$ cat src/rtl/pyc_mem_arb_pkg.sv
// Shared helpers for the pyc_mem_arbiter slice: width helpers and the
// round-robin pick function used by both arbiters.
package pyc_mem_arb_pkg;

   // Widest requester count rr_pick handles; arbiters zero-extend into it.
   localparam int unsigned RR_MAX = 64;
   localparam int unsigned RR_IW  = 6;

   // Index width with a floor of one bit so NUM_REQ = 1 still has a field.
   function automatic int unsigned clog2_min1(input int unsigned n);
      return (n > 1) ? $clog2(n) : 1;
   endfunction

   function automatic int unsigned strb_width(input int unsigned dw);
      return dw / 8;
   endfunction

   // One-hot grant of the first valid requester scanning ptr, ptr+1, ... mod n.
   function automatic logic [RR_MAX-1:0] rr_pick(
      input logic [RR_MAX-1:0] valid,
      input int unsigned       ptr,
      input int unsigned       n
   );
      logic [RR_MAX-1:0] grant;
      logic              found;
      int unsigned       idx;
      grant = '0;
      found = 1'b0;
      for (int unsigned k = 0; k < RR_MAX; k++) begin
         if (k < n && !found) begin
            idx = ptr + k;
            if (idx >= n) idx = idx - n;
            if (valid[idx[RR_IW-1:0]]) begin
               grant[idx[RR_IW-1:0]] = 1'b1;
               found                 = 1'b1;
            end
         end
      end
      return grant;
   endfunction

endpackage

$ cat src/rtl/pyc_mem_arbiter_rr.sv
// Round-robin arbiter: combinational one-hot grant from valid and a
// registered priority pointer that moves past the last winner.
module pyc_rr_arbiter
   import pyc_mem_arb_pkg::*;
#(
   parameter  int unsigned N  = 4,
   localparam int unsigned IW = clog2_min1(N)
) (
   input  logic          clk,
   input  logic          rst,
   input  logic [N-1:0]  valid,
   output logic [N-1:0]  ready,
   output logic [IW-1:0] grant_idx
);

   logic [IW-1:0] r_ptr;
   logic [IW-1:0] w_next_ptr;

   // grant the first valid requester at or after the pointer
   always_comb begin
      ready = N'(rr_pick(RR_MAX'(valid), 32'(r_ptr), N));
   end

   // encode the one-hot grant and the pointer value following it
   always_comb begin
      grant_idx = '0;
      for (int unsigned i = 0; i < N; i++) begin
         if (ready[i]) grant_idx = IW'(i);
      end
      w_next_ptr = (grant_idx == IW'(N - 1)) ? '0 : grant_idx + IW'(1);
   end

   // pointer advances only on a transfer; ready implies valid
   always_ff @(posedge clk) begin
      if (rst) begin
         r_ptr <= '0;
      end else if (|ready) begin
         r_ptr <= w_next_ptr;
      end
   end

endmodule

$ cat src/rtl/pyc_mem_arbiter.sv
// Shares one 1R1W synchronous memory among NUM_REQ requesters with
// independent read and write round-robin arbitration and one-cycle
// read response routing.
module pyc_mem_arbiter
   import pyc_mem_arb_pkg::*;
#(
   parameter  int unsigned NUM_REQ    = 4,
   parameter  int unsigned ADDR_WIDTH = 64,
   parameter  int unsigned DATA_WIDTH = 64,
   localparam int unsigned STRB_WIDTH = strb_width(DATA_WIDTH),
   localparam int unsigned IW         = clog2_min1(NUM_REQ)
) (
   input  logic                          clk,
   input  logic                          rst,
   input  logic [NUM_REQ-1:0]            rd_req_valid,
   input  logic [NUM_REQ*ADDR_WIDTH-1:0] rd_req_addr,
   output logic [NUM_REQ-1:0]            rd_req_ready,
   output logic [NUM_REQ-1:0]            rd_rsp_valid,
   output logic [DATA_WIDTH-1:0]         rd_rsp_data,
   input  logic [NUM_REQ-1:0]            wr_req_valid,
   input  logic [NUM_REQ*ADDR_WIDTH-1:0] wr_req_addr,
   input  logic [NUM_REQ*DATA_WIDTH-1:0] wr_req_data,
   input  logic [NUM_REQ*STRB_WIDTH-1:0] wr_req_strb,
   output logic [NUM_REQ-1:0]            wr_req_ready,
   output logic                          mem_ren,
   output logic [ADDR_WIDTH-1:0]         mem_raddr,
   input  logic [DATA_WIDTH-1:0]         mem_rdata,
   output logic                          mem_wvalid,
   output logic [ADDR_WIDTH-1:0]         mem_waddr,
   output logic [DATA_WIDTH-1:0]         mem_wdata,
   output logic [STRB_WIDTH-1:0]         mem_wstrb
);

   logic [IW-1:0] w_rd_idx;
   logic [IW-1:0] w_wr_idx;
   logic          r_rsp_pend;
   logic [IW-1:0] r_rsp_id;

   pyc_rr_arbiter #(.N(NUM_REQ)) u_rd_arb (
      .clk       (clk),
      .rst       (rst),
      .valid     (rd_req_valid),
      .ready     (rd_req_ready),
      .grant_idx (w_rd_idx)
   );

   pyc_rr_arbiter #(.N(NUM_REQ)) u_wr_arb (
      .clk       (clk),
      .rst       (rst),
      .valid     (wr_req_valid),
      .ready     (wr_req_ready),
      .grant_idx (w_wr_idx)
   );

   // read issue: address of the granted requester, zero when idle
   always_comb begin
      mem_ren   = |rd_req_valid;
      mem_raddr = '0;
      if (|rd_req_ready) begin
         mem_raddr = rd_req_addr[w_rd_idx*ADDR_WIDTH +: ADDR_WIDTH];
      end
   end

   // write issue: addr/data/strobe of the granted requester, zero when idle
   always_comb begin
      mem_wvalid = |wr_req_valid;
      mem_waddr  = '0;
      mem_wdata  = '0;
      mem_wstrb  = '0;
      if (|wr_req_ready) begin
         mem_waddr = wr_req_addr[w_wr_idx*ADDR_WIDTH +: ADDR_WIDTH];
         mem_wdata = wr_req_data[w_wr_idx*DATA_WIDTH +: DATA_WIDTH];
         mem_wstrb = wr_req_strb[w_wr_idx*STRB_WIDTH +: STRB_WIDTH];
      end
   end

   // remember who was granted a read so the next-cycle data is steered back
   always_ff @(posedge clk) begin
      if (rst) begin
         r_rsp_pend <= 1'b0;
         r_rsp_id   <= '0;
      end else begin
         r_rsp_pend <= |rd_req_ready;
         if (|rd_req_ready) r_rsp_id <= w_rd_idx;
      end
   end

   // response strobe; rst gates it so a response pending across reset is dropped immediately
   always_comb begin
      rd_rsp_valid = '0;
      if (r_rsp_pend && !rst) begin
         for (int unsigned i = 0; i < NUM_REQ; i++) begin
            if (r_rsp_id == IW'(i)) rd_rsp_valid[i] = 1'b1;
         end
      end
   end

   assign rd_rsp_data = mem_rdata;

endmodule
$ cat config.mk
export PLATFORM = sky130hd
export DESIGN_NAME = pyc_mem_arbiter
export DESIGN_NICKNAME = d
export VERILOG_FILES = /design/src/rtl/pyc_mem_arb_pkg.sv /design/src/rtl/pyc_mem_arbiter_rr.sv /design/src/rtl/pyc_mem_arbiter.sv
export SDC_FILE = /design/constraint.sdc
export NUM_CORES = 1
export LEC_CHECK = 0
export ABC_AREA = 1
export BUFFER_PORTS_ARGS = -buffer_cell sky130_fd_sc_hd__buf_4
export CORE_AREA = 2 2 448 450
export DETAILED_ROUTE_END_ITERATION = 16
export DIE_AREA = 0 0 450 452
export PLACE_DENSITY_LB_ADDON = 0.3
export SYNTH_ARGS = -nofsm -noshare
export SYNTH_HDL_FRONTEND = slang
export SYNTH_SLANG_ARGS = --single-unit
export TNS_END_PERCENT = 20
$ cat constraint.sdc
create_clock -name clk -period 5.65 [get_ports clk]
set_input_delay 0.565 -clock clk [delete_from_list [all_inputs] [get_ports clk]]
set_output_delay 0.565 -clock clk [all_outputs]
set_load 0.02 [all_outputs]
**After elaboration in Yosys (flattened, before gate mapping)**

Index checks and enable logic that the tools add are counted.

- Mux-type cells: 87
- Equal/unequal tests: 5
- Bitwise logic cells: 6
- Shift-type cells: 4
- $lt $le $gt $ge: 24
- Add/sub/neg operators: 16
- Reductions and logical operators: 15

Operators with widths:

| kind | number |
|---|---|
| $shiftx A256 B9 Y64 | 3 |
| $ge A32 B3 Y1 const B | 6 |
| $mux W64 | 3 |
| $mux W6 | 14 |
| $mux W4 | 15 |
| $lt A6 B7 Y1 const B | 8 |
| $bmux W1 S6 | 8 |
| $demux W1 S6 | 8 |
| $ge A6 B1 Y1 const B | 8 |
| $sub A6 B3 Y6 const B | 6 |
| $mux W1 | 32 |
| $shiftx A32 B6 Y8 | 1 |
| $or A4 B4 Y4 | 6 |
| $reduce_or A4 Y1 | 4 |
| $add A2 B2 Y3 const B | 4 |
| $mux W2 | 6 |
| $logic_and A1 B1 Y1 | 9 |
| $eq A2 B2 Y1 const B | 4 |
| $mux W8 | 1 |
| $sub A2 B3 Y4 const B | 2 |
| $add A2 B1 Y3 const B | 2 |
| $ge A2 B3 Y1 const B | 2 |
| $add A2 B1 Y2 const B | 2 |
| $eq A2 B1 Y1 const B | 1 |
| other kinds (2) | 2 |

- Output and inout bits: 278
- Logic and storage cells: 161
- Flip-flop bits (word level): 7

**Longest topological paths before layout**

Gate-level depths: netlist of the first run.

- Depth after elaboration: 28
- Mapped depth: 17
- Depth with buffers taken out: 15

**By module**

A second synthesis of the first run with hierarchy kept.

- Cells, all modules: 2658
- Area, all modules: 11663.7 µm²

Modules (own cells, without submodules):

| module | cells each | area an instance (µm²) | instances |
|---|---|---|---|
| pyc_mem_arbiter | 2453 | 10457.5 | 1 |
| pyc_rr_arbiter at u_rd_arb | 113 | 651.9 | 1 |
| pyc_rr_arbiter at u_wr_arb | 92 | 554.3 | 1 |

**Least setup slack after synthesis of the first run**

Ideal clock, no wire load.

- Path kind: register to output
- From: reg u_wr_arb.r_ptr[0]
- To: out mem_waddr[34]
- Setup slack: 2.495 ns
- Data required time: 5.085 ns
- Cell stages (with the launch flop): 16
- Arrival time: 2.590 ns
- Path buffers: 2
- Cell sequence: dfxtp_1 -> inv_2 -> ha_1 -> inv_1 -> nand3_1 -> nand3_2 -> nand2_1 -> inv_2 -> nand2_1 -> nand3_1 -> nor2_2 -> buf_4 -> buf_4 -> nor2_1 -> nand2_1 -> a21oi_1

RTL lines:

| element | RTL line | text |
|---|---|---|
| start, declared | pyc_mem_arbiter_rr.sv:16 | `logic [IW-1:0] r_ptr;` |
| start signal, assigned | pyc_mem_arbiter_rr.sv:38 | `r_ptr <= w_next_ptr;` |
| $add A2 B1 Y3 | pyc_mem_arb_pkg.sv:31 | `idx = ptr + k;` |
| $ge A32 B3 Y1 / $sub A6 B3 Y6 (equally long branches) | pyc_mem_arb_pkg.sv:32 | `if (idx >= n) idx = idx - n;` |
| $mux W6 | pyc_mem_arb_pkg.sv:32 |  |
| $mux W6 | pyc_mem_arb_pkg.sv:30 | `if (k < n && !found) begin` |
| $lt A6 B7 Y1 (implied by the code) / $ge A6 B1 Y1 (equally long branches) | pyc_mem_arb_pkg.sv:34 | `grant[idx[RR_IW-1:0]] = 1'b1;` |
| $logic_and A1 B1 Y1 (implied by the code) | pyc_mem_arb_pkg.sv:34 |  |
| $mux W1 (implied by the code) | pyc_mem_arb_pkg.sv:34 |  |
| $demux W1 S6 | - |  |
| (+5 left out) | - |  |
| $mux W4 | pyc_mem_arb_pkg.sv:30 |  |
| $or A4 B4 Y4 (no source line) | - |  |
| $mux W4 | pyc_mem_arb_pkg.sv:33 | `if (valid[idx[RR_IW-1:0]]) begin` |
| $mux W4 * | pyc_mem_arb_pkg.sv:30 |  |
| via wr_req_ready[2] | pyc_mem_arbiter.sv:24 | `output logic [NUM_REQ-1:0] wr_req_ready,` |
| $mux W2 (2 in a row) | pyc_mem_arbiter_rr.sv:28 | `if (ready[i]) grant_idx = IW'(i);` |
| $shiftx A256 B9 Y64 | pyc_mem_arbiter.sv:71 | `mem_waddr = wr_req_addr[w_wr_idx*ADDR_WIDTH +: ADDR_WIDTH];` |
| $mux W64 * | pyc_mem_arbiter.sv:70 | `if (\|wr_req_ready) begin` |
| end, declared | pyc_mem_arbiter.sv:29 | `output logic [ADDR_WIDTH-1:0] mem_waddr,` |

The timed path passes the listed nets; every way through them passes the cells marked *. The select of a mux whose other input is x is not followed.

**Final worst setup path of the first run**

- From: reg u_wr_arb.r_ptr[0]
- To: out mem_waddr[35]

- Cells in the longest elaborated chain, start to end: 22

Ends and longest elaborated chain:

| element | RTL line |
|---|---|
| $add A2 B1 Y3 | pyc_mem_arb_pkg.sv:31 |
| $ge A32 B3 Y1 / $sub A6 B3 Y6 (equally long branches) | pyc_mem_arb_pkg.sv:32 |
| $mux W6 | pyc_mem_arb_pkg.sv:32 |
| $mux W6 | pyc_mem_arb_pkg.sv:30 |
| $lt A6 B7 Y1 (implied by the code) / $ge A6 B1 Y1 (equally long branches) | pyc_mem_arb_pkg.sv:34 |
| $logic_and A1 B1 Y1 (implied by the code) | pyc_mem_arb_pkg.sv:34 |
| $mux W1 (implied by the code) | pyc_mem_arb_pkg.sv:34 |
| $demux W1 S6 | - |
| (+5 left out) | - |
| $mux W4 | pyc_mem_arb_pkg.sv:30 |
| $or A4 B4 Y4 (no source line) | - |
| $mux W4 | pyc_mem_arb_pkg.sv:33 |
| $mux W4 * | pyc_mem_arb_pkg.sv:30 |
| $mux W1 | pyc_mem_arbiter_rr.sv:28 |
| $mux W2 (2 in a row) | pyc_mem_arbiter_rr.sv:28 |
| $shiftx A256 B9 Y64 | pyc_mem_arbiter.sv:71 |
| $mux W64 * | pyc_mem_arbiter.sv:70 |

Mark *: on every way between the ends. The rest lies on a longest branch, timed or not. The select of a mux whose other input is x is not followed.

==> results of run 1 <==
## worst max-delay path: cells and delay by family (launching register included)
kind,cells,cell delay (ps)
AO/OA/AOI/OAI,1,130
adder cells (fa/ha/maj),1,340
buffers and inverters,5,850
flip-flops,1,500
AND/OR/NAND/NOR,10,2160
## flip-flops by register name, summed over array words and instances, names as in the netlist
register	cells
r_rsp_pend	1
r_rsp_id	2
u_rd_arb.r_ptr	2
u_wr_arb.r_ptr	2
## kinds of logic after synthesis
| family | after synthesis | synth area share |
|---|---|---|
| and+or+nand+nor | 1754 | 0.543 |
| adders and majority gates | 15 | 0.0146 |
| DFF | 7 | 0.0109 |
| AOI/OAI and AO/OA | 205 | 0.0803 |
| buffers and inverters | 1073 | 0.351 |
## layout make-up
class / instances / area (sq um)
diodes: 11 / 27.5
clock buffers: 4 / 78.8
fillers: 24100 / 175000
inverters: 834 / 3140
multi-input cells: 1974 / 8280
flip-flops and latches: 7 / 140
well taps: 2656 / 3320
repair buffers: 1088 / 8310
## layout by cell type (no fill, tap or decap), types with 7 or more instances in the layout
master / n
a21oi_1: 203
buf_12: 11
buf_4: 1077
clkinv_1: 8
dfxtp_1: 7
diode_2: 11
ha_1: 15
inv_1: 821
nand2_1: 923
nand3_1: 226
nand4_1: 9
nor2_1: 571
## per-stage QoR
step | instances | util | hold WS, ps | cell area [sq um]
global route | 6566 | 0.117 | 581 | 23300
finish | 6574 | 0.117 | 564 | 23300
detailed placement | 6559 | 0.117 | 647 | 23200
global placement | 6559 | 0.117 | 642 | 23200
CTS | 6563 | 0.117 | 580 | 23300
floorplan | 3054 | - | 462 | 12800
## final timing paths
path                                                startpoint                        endpoint  slack (ps)  cells past startpoint
worst min register to register        r_rsp_id[0]$_SDFFE_PP0P_        r_rsp_id[0]$_SDFFE_PP0P_         670                      2
worst min-delay path                                       rst        r_rsp_id[1]$_SDFFE_PP0P_         560                      2
worst max register to register  u_rd_arb.r_ptr[0]$_SDFFE_PP0P_  u_rd_arb.r_ptr[0]$_SDFFE_PP0P_        2250                     16
worst max-delay path            u_wr_arb.r_ptr[0]$_SDFFE_PP0P_                   mem_waddr[35]         580                     17
## metal layers
| layer | up-vias | share of wire | GRT usage | wire [microns] |
|---|---|---|---|---|
| met5 | - | 0.00085 | 0 | 118 |
| met4 | 18 | 0.021 | 0.0248 | 2980 |
| met3 | 134 | 0.094 | 0.0448 | 13100 |
| met2 | 943 | 0.45 | 0.208 | 62600 |
| met1 | 9629 | 0.43 | 0.168 | 60500 |
| li1 | 10300 | - | - | - |
==> impl_metrics.env, run 1 <==
export IMPL_slowest_delay_ps=550
export IMPL_critPathSlowestCell="nand2_8"
export IMPL_drt_pass1_iter_count=7
export IMPL_die_h_microns=452
export IMPL_drtIter0Drc=1635
export IMPL_grt_pass1_wl_microns=181000
export IMPL_place_hpwl_microns=123000
export IMPL_cpMostUsedCell="nand2_1"
export IMPL_rsz0062_at_grt="false"
export IMPL_rows=164
export IMPL_drt_wl_total_microns=139000
export IMPL_drive_gt1_frac=0.285
export IMPL_cts_buffer_depth=2
export IMPL_critPathRequiredTime_ps=5090
export IMPL_grt_pass1_vias=20700
export IMPL_ys_warnings_count=0
export IMPL_slew_headroom=0.386
export IMPL_core_region_area_sq_um=199000
export IMPL_cts_clk_slew_worst_paths_ps=50
export IMPL_wl_per_cell_microns=21.2
export IMPL_cts_tree="built"
export IMPL_synth_cell_types=24
export IMPL_startpoint_type="flop"
export IMPL_end_kind="output port"
export IMPL_async_flop_share=0
export IMPL_cts_resized=0
export IMPL_hold_viol=0
export IMPL_slew_viol_final=0
export IMPL_setup_ws_ps=581
export IMPL_path_cells="inv_2 > ha_1 > inv_1 > nand3_1 > nand3_2 > nand2_1 > inv_2 > nand2_1 > nand2_1 > nor2_2 > nand2_4 > nand2_8 > buf_4 > nand2_1 > nand2_1 > a21oi_1 > buf_4"
export IMPL_numCtsBuffers=3
export IMPL_postSynthCellCount=3054
export IMPL_cts_max_level=1
export IMPL_grt_use_total=0.130
export IMPL_viasPerCell=3.20
export IMPL_dieArea_sq_um=203000
export IMPL_path_class="flop to output port"
export IMPL_cts_setup_buffers=0
export IMPL_tns_ps=0
export IMPL_syn_area_sq_um=12800
export IMPL_dr_total_vias=21000
export IMPL_cts_hold_fix_buffers=0
export IMPL_fmax_ghz=0.197
export IMPL_synth_area_leaders="nand2_1 (27%), inv_1 (24%), nor2_1 (17%)"
export IMPL_dp_slack_ps=686
export IMPL_fin_crit_ps=5070
export IMPL_arrival_ps=4500
export IMPL_synth_edf_count=0
export IMPL_syn2layout_area_growth_pct=81.6
export IMPL_clock_skew_final_ps=2.18
export IMPL_die_w_microns=450
export IMPL_ant_nets=0
export IMPL_ys_seq_area_frac=0.0109
export IMPL_drc=0
export IMPL_yosys_area_top_type="nand2_1"
export IMPL_nNetsFinal=4797
export IMPL_worstMarginPinSlew_ps=918
export IMPL_min_path_type="input pin to flop"
export IMPL_outcome="finished, final reports clean"
export IMPL_synthFlopType="dfxtp_1"
export IMPL_yosysMostFrequentCell="nand2_1"
export IMPL_cap_violations=0
export IMPL_cts_root_buf="clkbuf_16"
export IMPL_synth_top_area_frac=0.271
export IMPL_setup_violations=0
export IMPL_ys_top_cells_by_count="nand2_1 (926), inv_1 (821), nor2_1 (571)"
export IMPL_synth_net_count=3943
export IMPL_gr_total_overflow=0
export IMPL_port_buffers=1023
export IMPL_cts_sinks=7
export IMPL_clock_latency_ps=250
export IMPL_syn_avg_cell_area_sq_um=4.20
export IMPL_ys_ff_latch=7
export IMPL_ios=1152
export IMPL_start_util=0.0646
export IMPL_fin_crit_sh=0.897
export IMPL_grt_start_max_net_pins=97
export IMPL_antenna_found_initial=37
export IMPL_gp_congestion=1.10
export IMPL_crit_fanout=85
Power of run 1 is not shown: default switching activity piles up to over one toggle a cycle in this logic, so the estimate is an artifact.
==> run 2: changes to the inputs <==
- CORE_AREA: 2 2 448 450 -> 3 3 449 451
- DIE_AREA: 0 0 450 452 -> 0 0 452 454
==> impl_metrics.env, run 2 (synthesis results as in run 1) <==
export IMPL_clock_latency_ps=270
export IMPL_drt_pass1_iter_count=5
export IMPL_gr_total_overflow=0
export IMPL_slew_viol_final=0
export IMPL_setup_ws_ps=690
export IMPL_grt_busiest_layer="met2"
export IMPL_cts_clk_slew_worst_paths_ps=60
export IMPL_fin_crit_sh=0.878
export IMPL_drc=0
export IMPL_cts_resized=0
export IMPL_crit_fanout=88
export IMPL_biggestRegsByFlops="r_rsp_id x2, u_rd_arb.r_ptr x2, u_wr_arb.r_ptr x2"
export IMPL_worstMarginPinSlew_ps=1060
export IMPL_r2r_end="u_wr_arb.r_ptr[0]$_SDFFE_PP0P_"
export IMPL_cts_tree="built"
export IMPL_cts_sinks=7
export IMPL_cts_max_level=1
export IMPL_critPathLaunch="u_wr_arb.r_ptr[0]$_SDFFE_PP0P_"
export IMPL_arrival_ps=4400
export IMPL_tns_ps=0
export IMPL_dp_slack_ps=833
export IMPL_port_buffers=1023
export IMPL_nNetsFinal=4784
export IMPL_wl_per_cell_microns=22.7
export IMPL_dieArea_sq_um=205000
export IMPL_drt_wl_total_microns=149000
export IMPL_gp_congestion=0.958
export IMPL_use_met2=0.224
export IMPL_min_path_type="input pin to flop"
export IMPL_fin_crit_ps=4960
export IMPL_numCtsBuffers=3
export IMPL_die_h_microns=454
export IMPL_grt_use_total=0.136
export IMPL_grt_pass1_wl_microns=191000
export IMPL_final_cell_mix="buf_4 (1062), nand2_1 (923), inv_1 (821)"
export IMPL_rows=163
export IMPL_hp_start="rst"
export IMPL_drtIter0Drc=1430
export IMPL_cts_hold_fix_buffers=0
export IMPL_rsz0062_at_grt="false"
export IMPL_regToRegSetupSlack_ps=1650
export IMPL_r2r_start="u_wr_arb.r_ptr[0]$_SDFFE_PP0P_"
export IMPL_cts_root_buf="clkbuf_16"
export IMPL_grtUsageMet3=0.0289
export IMPL_stdcell_area_sq_um=23200
export IMPL_r2r_cells=13
export IMPL_holdPathEnd="r_rsp_pend$_SDFF_PP0_"
export IMPL_drive_gt1_frac=0.283
export IMPL_setup_violations=0
export IMPL_fmax_ghz=0.202
export IMPL_whs_path_depth=2
export IMPL_slew_headroom=0.293
export IMPL_startpoint_type="flop"
export IMPL_grt_start_max_net_pins=96
export IMPL_place_hpwl_microns=130000
export IMPL_grt_pass1_vias=20800
export IMPL_path_class="flop to output port"
export IMPL_core_region_area_sq_um=198000
export IMPL_cap_violations=0
export IMPL_cts_setup_buffers=0
export IMPL_antenna_found_initial=39
export IMPL_outcome="finished, final reports clean"
export IMPL_ant_nets=0
export IMPL_worst_hold_slack_ps=585
export IMPL_critPathRequiredTime_ps=5090
export IMPL_clock_skew_final_ps=19.5
export IMPL_fillers=23800
export IMPL_layout_commonest_cell="buf_4"
export IMPL_die_w_microns=452
export IMPL_start_util=0.0649
export IMPL_placed_cell_area_sq_um=23100
export IMPL_ios=1152
export IMPL_end_kind="output port"
export IMPL_grtUsageMet1=0.185
export IMPL_hold_viol=0
export IMPL_syn2layout_area_growth_pct=80.9
export IMPL_viasPerCell=3.23
export IMPL_dr_total_vias=21200
export IMPL_cts_buffer_depth=2
run 2: changes by cell type in the layout (fill, tap and decap cells not counted):
cell | previous run | this run
buf_12 | 11 | 13
buf_4 | 1077 | 1062
clkbuf_1 | 1 | 0
clkinv_2 | 0 | 1
diode_2 | 11 | 9
run 2: worst max-delay path by stage:
| stage | end | slack, ps | cells after the start |
|---|---|---|---|
| after CTS | mem_wstrb[7] | 510 | 15 |
| after global routing | mem_wstrb[7] | 430 | 15 |
| after floorplan | mem_waddr[34] | 2490 | 15 |
| after global placement | mem_wstrb[7] | 890 | 15 |
| final | mem_wdata[11] | 690 | 13 |
| after detailed placement | mem_wstrb[7] | 830 | 15 |
run 2: through the flow:
step,cells,util
after floorplan,3054,-
after global placement,6530,0.117
after detailed placement,6530,0.117
after CTS,6534,0.117
after global routing,6535,0.117
final,6543,0.117
run 2: worst max-delay path, cell delays in order, from the launching register on:
cell     delay, ps
dfxtp_1        510
inv_2          140
ha_1           350
inv_1           60
nand3_1        120
nand3_2        170
nand2_1        140
inv_2           60
nand3_1         70
nand3_1        750
nor3_4         500
buf_12         300
a21oi_1        310
buf_4          270
run 2: layout make-up:
| class | count | area [sq um] | share of cell area |
|---|---|---|---|
| multi-input cells | 1974 | 8280 | 0.357 |
| repair buffers | 1075 | 8230 | 0.355 |
| well taps | 2640 | 3300 | 0.142 |
| inverters | 834 | 3140 | 0.135 |
| flip-flops and latches | 7 | 140 | 0.00604 |
| clock buffers | 3 | 75.1 | 0.00324 |
| diodes | 9 | 22.5 | 0.000971 |
| clock inverters | 1 | 5.00 | 0.000216 |
run 2: metal layers:
metal	wire, microns	up-vias
li1	-	10300
met1	67500	9964
met2	68800	793
met3	9940	112
met4	2320	20
met5	152	-
Power of run 2 is left out for the same reason.
==> run 3: changes to the inputs <==
- ABC_AREA: 1 -> not set
- CORE_AREA: 3 3 449 451 -> 3 3 447 449
- DIE_AREA: 0 0 452 454 -> 0 0 450 452
==> impl_metrics.env, run 3 <==
export IMPL_outcome="finished, final reports clean"
export IMPL_ys_top_cells_by_count="nand2_1 (209), clkbuf_1 (144), a21oi_1 (143), inv_1 (143)"
export IMPL_slowest_delay_ps=580
export IMPL_drive_gt1_frac=0.477
export IMPL_fin_crit_sh=0.952
export IMPL_multi_input_area_sq_um=7080
export IMPL_setup_ws_ps=271
export IMPL_rows=163
export IMPL_critPathSlowestCell="or4_1"
export IMPL_ys_warnings_count=0
export IMPL_power_mw=18.5
export IMPL_grt_pass1_wl_microns=177000
export IMPL_cts_tree="built"
export IMPL_wl_per_cell_microns=28.2
export IMPL_gp_congestion=0.984
export IMPL_utilization=0.101
export IMPL_cpMostUsedCell="buf_12"
export IMPL_final_cell_mix="buf_4 (1080), nand2_1 (208), inv_1 (142), a21oi_1 (142)"
export IMPL_fin_crit_ps=5380
export IMPL_switching_share=0.647
export IMPL_leakage_nw=8.41
export IMPL_combPwrFrac=0.987
export IMPL_hold_viol=0
export IMPL_r2r_end="u_wr_arb.r_ptr[1]$_SDFFE_PP0P_"
export IMPL_grt_use_total=0.131
export IMPL_drc=0
export IMPL_postSynthCellCount=1520
export IMPL_synth_top_family_by_area="compound AO/OA/AOI/OAI gates"
export IMPL_regToRegSetupSlack_ps=2200
export IMPL_ys_seq_area_frac=0.0157
export IMPL_synth_edf_count=0
export IMPL_final_instance_count_excl_fill=5040
export IMPL_antenna_found_initial=95
export IMPL_place_hpwl_microns=124000
export IMPL_syn_avg_cell_area_sq_um=5.86
export IMPL_port_buffers=1023
export IMPL_start_util=0.0453
export IMPL_post_place_cells=5013
export IMPL_power_density_nw_per_um2=938
export IMPL_yosys_area_top_type="a221o_1"
export IMPL_startpoint_type="flop"
export IMPL_p_int_mw=6.54
export IMPL_synthXorXnorAreaFrac=0
export IMPL_arrival_ps=4810
export IMPL_tns_ps=0
export IMPL_ios=1152
export IMPL_drt_wl_total_microns=142000
export IMPL_placed_cell_area_sq_um=19600
export IMPL_drtIter0Drc=1356
export IMPL_fillers=23300
export IMPL_critPathLaunch="u_wr_arb.r_ptr[0]$_SDFFE_PP0P_"
export IMPL_biggestRegsByFlops="r_rsp_id x2, u_rd_arb.r_ptr x2, u_wr_arb.r_ptr x2"
export IMPL_cts_sinks=7
export IMPL_yosysMostFrequentCell="nand2_1"
export IMPL_clock_skew_final_ps=0.355
export IMPL_min_path_type="flop to flop"
export IMPL_viasPerCell=3.26
export IMPL_layout_commonest_cell="buf_4"
export IMPL_p_sw_mw=12.0
export IMPL_r2r_cells=10
export IMPL_dieArea_sq_um=203000
export IMPL_path_cells="inv_1 > ha_1 > mux2_1 > and3_4 > or4_1 > o2111ai_4 > buf_12 > buf_12 > a31oi_1 > a221o_2 > a21oi_1 > buf_4"
export IMPL_critPathRequiredTime_ps=5090
export IMPL_slew_viol_final=0
export IMPL_die_h_microns=452
export IMPL_cts_hold_fix_buffers=0
export IMPL_syn_area_sq_um=8910
export IMPL_synth_net_count=2409
export IMPL_crit_buf_inv=4
export IMPL_cts_max_level=1
export IMPL_r2r_start="u_wr_arb.r_ptr[0]$_SDFFE_PP0P_"
export IMPL_stdcell_area_sq_um=19800
export IMPL_seqPwrFrac=0.006
export IMPL_hp_start="r_rsp_id[0]$_SDFFE_PP0P_"
export IMPL_die_w_microns=450
export IMPL_cap_violations=0
export IMPL_drt_pass1_iter_count=5
export IMPL_synth_area_leaders="a221o_1 (15%), a31oi_1 (9.5%), nand2_1 (8.8%)"
export IMPL_gr_total_overflow=0
export IMPL_ant_nets=0
export IMPL_cts_clk_slew_worst_paths_ps=40
export IMPL_worst_hold_slack_ps=512
export IMPL_cts_buffer_depth=2
export IMPL_holdPathEnd="r_rsp_id[0]$_SDFFE_PP0P_"
export IMPL_clock_latency_ps=250
export IMPL_grt_pass1_vias=16200
export IMPL_async_flop_share=0
export IMPL_whs_path_depth=2
export IMPL_cts_root_buf="clkbuf_16"
export IMPL_synthAdderAreaFrac=0.0211
export IMPL_p_clk_frac=0.007
export IMPL_dr_total_vias=16400
export IMPL_synth_compound_area_share=0.544
export IMPL_synth_top_area_frac=0.154
export IMPL_setup_violations=0
export IMPL_nNetsFinal=3267
export IMPL_numCtsBuffers=3
export IMPL_dp_slack_ps=287
export IMPL_core_region_area_sq_um=197000
export IMPL_peakVddDrop_uv=391
export IMPL_end_kind="output port"
export IMPL_synthMuxAreaShare=0.0234
export IMPL_synth_cell_types=48
export IMPL_rsz0062_at_grt="false"
export IMPL_worstMarginPinSlew_ps=907
export IMPL_syn2layout_area_growth_pct=122
export IMPL_slew_headroom=0.396
export IMPL_ys_ff_latch=7
export IMPL_regArea_sq_um=140
export IMPL_cp_top_family="compound AO/OA/AOI/OAI gates"
export IMPL_grt_start_max_net_pins=111
export IMPL_fmax_ghz=0.186
export IMPL_synthFlopType="dfxtp_1"
export IMPL_crit_fanout=48
export IMPL_synthSimpleGateAreaFrac=0.193
export IMPL_path_class="flop to output port"
==> run 3: power groups by stage <==
stage	clock network, mW	registers (mW)	logic, mW
after floorplan	0	0.0981	9.03
after global placement	0	0.102	18.7
after detailed placement	0	0.104	18.6
after CTS	0.141	0.103	18.7
after global routing	0.140	0.110	19.3
final	0.131	0.104	18.3
==> run 3: what timing repair did <==
item                       in CTS  in global routing
buffers inserted                0                  0
setup endpoints to repair       1                  2
resized for setup               1                  2
==> run 3: worst min-delay path, cell delays in order (launching register included) <==
cell and delay [ps]:
dfxtp_1 330, nand3_1 80, a21oi_1 50
==> run 3: how the worst max path moves through the flow <==
stage	cells past startpoint	end	slack, ps
finish	12	mem_wstrb[6]	270
global route	12	mem_wdata[8]	20
CTS	12	mem_wstrb[6]	50
detailed placement	12	mem_wstrb[6]	290
global placement	12	mem_wstrb[6]	340
floorplan	11	mem_waddr[23]	1660
==> run 3: logic make-up after synthesis <==
logic type | after synthesis
buf+inv | 395
simple gates | 386
fa+ha+maj | 15
flops | 7
mux | 14
compound gates | 703
==> run 3: cell type report <==
class | instances | area share
clock buffers | 3 | 0.00380
repair buffers | 1102 | 0.433
well taps | 2640 | 0.167
inverters | 146 | 0.0277
clock inverters | 1 | 0.000253
multi-input cells | 1118 | 0.358
flip-flops and latches | 7 | 0.00709
diodes | 23 | 0.00291
==> run 3: per-layer routing <==
metal	track usage	wire length (microns)	up-vias	share of wire
met4	0.0257	2980	56	0.021
met2	0.218	67100	813	0.47
met3	0.0444	11700	153	0.082
met5	0	328	-	0.0023
li1	-	-	7322	-
met1	0.164	60000	8074	0.42
Power figures use the tool's default switching activity.
